**config.mk**
```make
export PLATFORM = sky130hd
export DESIGN_NAME = mux5_rr_sel_ctrl
export DESIGN_NICKNAME = d
export VERILOG_FILES = /design/src/rtl/mux5_rr_sel_ctrl.sv
export SDC_FILE = /design/constraint.sdc
export NUM_CORES = 1
export LEC_CHECK = 0
export BUFFER_PORTS_ARGS = -buffer_cell sky130_fd_sc_hd__buf_2
export CELL_PAD_IN_SITES_DETAIL_PLACEMENT = 0
export CELL_PAD_IN_SITES_GLOBAL_PLACEMENT = 2
export CORE_AREA = 2 2 71 73
export CTS_CLUSTER_DIAMETER = 60
export DETAILED_ROUTE_END_ITERATION = 16
export DIE_AREA = 0 0 73 75
export MAX_ROUTING_LAYER = met4
export PLACE_DENSITY = 0.82
export SETUP_SLACK_MARGIN = 0.05
export SLEW_MARGIN = 20
export SYNTH_ARGS = -nofsm -noshare
export SYNTH_HDL_FRONTEND = slang
export SYNTH_SLANG_ARGS = --single-unit
```
**constraint.sdc**
```tcl
create_clock -name clk -period 6.1 [get_ports clk]
set_clock_uncertainty 0.05 [all_clocks]
set_input_delay 0.305 -clock clk [delete_from_list [all_inputs] [get_ports clk]]
set_output_delay 0.305 -clock clk [all_outputs]
set_load 0.01 [all_outputs]
```
**src/rtl/mux5_rr_sel_ctrl.sv**
```systemverilog
// Round-robin select controller for a 5:1 mux: registers sel/gnt and holds them until ack.
// Optional forced release after TIMEOUT unacknowledged cycles when MUX5_TIMEOUT_EN is defined.
module mux5_rr_sel_ctrl #(
  parameter int unsigned TIMEOUT = 8
) (
  input  logic       clk,
  input  logic       rst_n,
  input  logic [4:0] req,
  input  logic       ack,
  output logic [2:0] sel,
  output logic [4:0] gnt,
  output logic       vld,
  output logic       tout
);

  typedef enum logic {
    IDLE  = 1'b0,
    GRANT = 1'b1
  } state_t;

  state_t     state, state_nxt;
  logic [2:0] ptr, ptr_nxt;
  logic [2:0] sel_nxt;
  logic [4:0] gnt_nxt;
  logic       vld_nxt;
  logic [2:0] ptr_inc;
  logic [2:0] arb_base;
  logic [2:0] arb_win;
  logic       arb_any;
  logic       expire;
  logic       release_grant;

  // First requester found scanning base, base+1, ... modulo 5.
  function automatic logic [2:0] rr_pick(input logic [4:0] r, input logic [2:0] base);
    logic [3:0] s;
    logic [2:0] win;
    win = base;
    for (int i = 4; i >= 0; i--) begin
      s = {1'b0, base} + 4'(i);
      if (s >= 4'd5) s = s - 4'd5;
      if (r[s[2:0]]) win = s[2:0];
    end
    return win;
  endfunction

  // On release the pointer moves past the served input, so re-arbitration uses it directly.
  assign ptr_inc  = (sel == 3'd4) ? 3'd0 : sel + 3'd1;
  assign arb_base = (state == GRANT) ? ptr_inc : ptr;
  assign arb_any  = |req;
  assign arb_win  = rr_pick(req, arb_base);

`ifdef MUX5_TIMEOUT_EN
  logic [7:0] cnt;
  logic [7:0] cnt_nxt;
  logic       tout_q;

  // ack on the expiry cycle wins: it is a normal release with no tout.
  assign expire  = (state == GRANT) && !ack && (cnt == 8'(TIMEOUT - 1));
  assign cnt_nxt = ((state == GRANT) && !ack && !expire) ? cnt + 8'd1 : 8'd0;

  always_ff @(posedge clk) begin
    if (!rst_n) begin
      cnt    <= 8'd0;
      tout_q <= 1'b0;
    end else begin
      cnt    <= cnt_nxt;
      tout_q <= expire;
    end
  end

  assign tout = tout_q;
`else
  logic [7:0] unused_timeout;
  assign unused_timeout = 8'(TIMEOUT);
  assign expire         = 1'b0;
  assign tout           = 1'b0;
`endif

  assign release_grant = ack || expire;

  always_comb begin
    state_nxt = state;
    ptr_nxt   = ptr;
    sel_nxt   = sel;
    gnt_nxt   = gnt;
    vld_nxt   = vld;
    case (state)
      IDLE: begin
        if (arb_any) begin
          sel_nxt   = arb_win;
          gnt_nxt   = 5'b00001 << arb_win;
          vld_nxt   = 1'b1;
          state_nxt = GRANT;
        end
      end
      GRANT: begin
        if (release_grant) begin
          ptr_nxt = ptr_inc;
          if (arb_any) begin
            sel_nxt = arb_win;
            gnt_nxt = 5'b00001 << arb_win;
            vld_nxt = 1'b1;
          end else begin
            gnt_nxt   = 5'b00000;
            vld_nxt   = 1'b0;
            state_nxt = IDLE;
          end
        end
      end
      default: begin
        gnt_nxt   = 5'b00000;
        vld_nxt   = 1'b0;
        state_nxt = IDLE;
      end
    endcase
  end

  always_ff @(posedge clk) begin
    if (!rst_n) begin
      state <= IDLE;
      ptr   <= 3'd0;
      sel   <= 3'd0;
      gnt   <= 5'b00000;
      vld   <= 1'b0;
    end else begin
      state <= state_nxt;
      ptr   <= ptr_nxt;
      sel   <= sel_nxt;
      gnt   <= gnt_nxt;
      vld   <= vld_nxt;
    end
  end

endmodule

```
==> results.sh <==
export IMPL_top_usage_layer="met2"
export IMPL_pwr_share_comb=0.811
export IMPL_cts_tree="yes"
export IMPL_grtUsageTotal=0.198
export IMPL_firstDrtPassIters=4
export IMPL_insertion_delay_ns=0.24
export IMPL_crit_family="compound AO/OA/AOI/OAI gates"
export IMPL_synth_area_leaders="dfxtp_1 (15%), ha_1 (6.7%), nand2_1 (5.1%), mux2i_1 (4.7%), nor2_1 (4.7%)"
export IMPL_timing_fmax_mhz=232
export IMPL_dp_hpwl_mm=3.67
export IMPL_yosys_top_cells_count="nand2_1 (23), nor2_1 (21), a21oi_1 (15), dfxtp_1 (13)"
export IMPL_intPower_w=0.000496
export IMPL_dr_first_iter_drc_count=220
export IMPL_synth_avg_cell_area_sq_um=7.59
export IMPL_drc=0
export IMPL_clkTransAtPathRegs_ns=0.05
export IMPL_start_kind="flop"
export IMPL_place_gp_congestion=0.884
export IMPL_postCtsHoldBufs=0
export IMPL_status="complete, no violations"
export IMPL_path_cells="mux2_2, inv_1, ha_1, or3b_2, o311ai_0, nor2_1, a31oi_1, o21ai_0, o311a_1, nor3_1, nor2_1, a32o_1"
export IMPL_rrSetupSlack_ns=1.80
export IMPL_holdPathStages=3
export IMPL_final_hold_viol_count=0
export IMPL_port_buffers=16
export IMPL_leakage_nw=0.766
export IMPL_fin_nets=249
export IMPL_cp_arrival_ns=4.38
export IMPL_hp_start="rst_n"
export IMPL_p_switching_w=0.000565
export IMPL_setup_viol=0
export IMPL_start_util=0.363
export IMPL_p_per_area_nw_per_um2=579
export IMPL_ys_ff_latch=13
export IMPL_yosysSeqAreaShare=0.154
export IMPL_vias_per_cell=6.00
export IMPL_yosysMostFrequentCell="nand2_1"
export IMPL_coreArea_sq_um=4660
export IMPL_worst_path_max_delay_cell="dfxtp_1"
export IMPL_synth_area_sq_um=1690
export IMPL_use_met3=0.0214
export IMPL_vias=1709
export IMPL_critPathMaxStageDelay_ns=0.64
export IMPL_holdPathEnd="sel[1]$_SDFFE_PN0P_"
export IMPL_grt_use_met2=0.307
export IMPL_yosys_warnings=0
export IMPL_use_met1=0.265
export IMPL_synth_edf_count=0
export IMPL_cap_violations=0
export IMPL_yosys_area_top_type="dfxtp_1"
export IMPL_grt_pass1_vias=1602
export IMPL_worstSetupPathType="reg2reg"
export IMPL_finalMaxSlewViolations=0
export IMPL_holdCritPathClass="in2reg"
export IMPL_async_flop_share=0
export IMPL_rsz0062_at_grt="false"
export IMPL_die_w_microns=73
export IMPL_rr_worst_depth=12
export IMPL_ioPinCount=18
export IMPL_ctsResizeCount=0
export IMPL_tritoncts_num_sinks=13
export IMPL_whs_ns=0.300
export IMPL_grt_start_max_net_pins=22
export IMPL_ant_nets=0
export IMPL_ys_types=57
export IMPL_worstMarginPinSlew_ns=0.901
export IMPL_postSynthNetCount=240
export IMPL_fp_row_count=25
export IMPL_ir_worst_vdd_mv=0.195
export IMPL_die_h_microns=75
export IMPL_r2r_start="state$_SDFF_PN0_"
export IMPL_synth_top_flop_cell="dfxtp_1"
export IMPL_synth_top_cell_area_share=0.154
export IMPL_antenna_found_initial=0
export IMPL_syn_inst=223
export IMPL_slew_headroom=0.399
export IMPL_r2r_end="gnt[4]$_SDFFE_PN0P_"
export IMPL_endpoint_kind="flop"
export IMPL_die_area_sq_um=5480
export IMPL_grt_first_pass_wirelength_mm=8.14
export IMPL_gr_total_overflow=0
export IMPL_p_sw_frac=0.532
export IMPL_ctsHtreeMaxLevel=1
export IMPL_cp_num_cells=12
export IMPL_cp_required_ns=6.18
export IMPL_fin_setup_tns_ns=0
export IMPL_cts_root_buf="clkbuf_8"
export IMPL_cpMostUsedCell="nor2_1"
export IMPL_seqPwrFrac=0.118
export IMPL_clk_path_buf_depth=2
export IMPL_drive_above_1_share=0.173
export IMPL_cts_made_buffers=3
export IMPL_cp_num_buf_inv=1
export IMPL_drt_total_wl_mm=4.77
export IMPL_period_minus_slack_ns=4.30
export IMPL_path_max_fanout=17
export IMPL_n_antenna_cell=0
export IMPL_syn_to_final_growth_pct=8.35
export IMPL_post_cts_setup_buffers=0
export IMPL_clkPwrFrac=0.071
export IMPL_fin_crit_sh=0.705
export IMPL_wire_per_inst_microns=16.7
cells by family (layout without fill, tap and decap cells):
logic type | Yosys count | after routing | synth area share
adder cells (fa/ha/maj) | 9 | 9 | 0.0665
other | 1 | 1 | 0.00222
buffers and inverters | 24 | 32 | 0.0606
XOR/XNOR | 1 | 1 | 0.00517
multiplexers | 15 | 15 | 0.107
AO/OA/AOI/OAI | 68 | 68 | 0.327
AND/OR/NAND/NOR | 92 | 92 | 0.277
flip-flops | 13 | 13 | 0.154
layout by cell type, fill, tap and decap left out, drive strengths merged, types with 6 or more instances in the layout:
master	count
ha	9
nor3	9
inv	11
mux2i	8
nand2	23
nand3	8
nor2	21
a21oi	15
buf	17
dfxtp	13
a211oi	6
nor2b	6
o21ai	6
per-layer routing:
metal  share of wire  wire length (microns)
met1            0.46                   2210
met2            0.47                   2220
met3           0.047                    223
met4           0.024                    113
met5               0                      0
through the flow:
step | power, W | setup slack [ns] | utilization | cells | cell area, sq um
floorplan | 0.000794 | 2.30 | - | 223 | 1690
global placement | 0.000993 | 1.77 | 0.384 | 281 | 1790
detailed placement | 0.000975 | 1.84 | 0.384 | 281 | 1790
CTS | 0.00106 | 1.82 | 0.394 | 285 | 1830
global route | 0.00116 | 1.56 | 0.394 | 285 | 1830
finish | 0.00106 | 1.80 | 0.394 | 285 | 1830
worst max-delay path by stage:
stage | startpoint | to | slack [ns]
2_1_floorplan | sel[0]$_SDFFE_PN0P_ | gnt[0]$_SDFFE_PN0P_ | 2.30
3_3_place_gp | state$_SDFF_PN0_ | gnt[0]$_SDFFE_PN0P_ | 1.77
3_5_place_dp | state$_SDFF_PN0_ | gnt[4]$_SDFFE_PN0P_ | 1.84
4_1_cts | state$_SDFF_PN0_ | gnt[4]$_SDFFE_PN0P_ | 1.82
5_1_grt | state$_SDFF_PN0_ | gnt[0]$_SDFFE_PN0P_ | 1.56
6_report | state$_SDFF_PN0_ | gnt[4]$_SDFFE_PN0P_ | 1.80
flip-flops by register name (all words and copies together) (netlist names):
| register | flops |
|---|---|
| vld | 1 |
| gnt | 5 |
| state | 1 |
| sel | 3 |
| ptr | 3 |
power groups by stage:
stage / clock (W) / sequential (W) / combinational, W
2_1_floorplan: 0 / 0.000132 / 0.000662
3_3_place_gp: 0 / 0.000126 / 0.000868
3_5_place_dp: 0 / 0.000127 / 0.000848
4_1_cts: 0.0000791 / 0.000125 / 0.000853
5_1_grt: 0.0000843 / 0.000129 / 0.000950
6_report: 0.0000757 / 0.000125 / 0.000861
worst register-to-register path: stages (launching register included):
cell and delay [ns]:
dfxtp_1 0.64, mux2_2 0.53, inv_1 0.41, ha_1 0.31, or3b_2 0.44, o311ai_0 0.18
nor2_1 0.11, a31oi_1 0.21, o21ai_0 0.17, o311a_1 0.40, nor3_1 0.35, nor2_1 0.14
a32o_1 0.27
area by class of cell:
| cell class | count | area, sq um |
|---|---|---|
| multi-input combinational | 186 | 1330 |
| clock buffer | 4 | 45.0 |
| fill | 486 | 2830 |
| timing repair buffer | 17 | 87.6 |
| sequential | 13 | 260 |
| inverter | 11 | 43.8 |
| tap | 54 | 67.6 |
No activity file was read; power rests on OpenSTA's default activity.
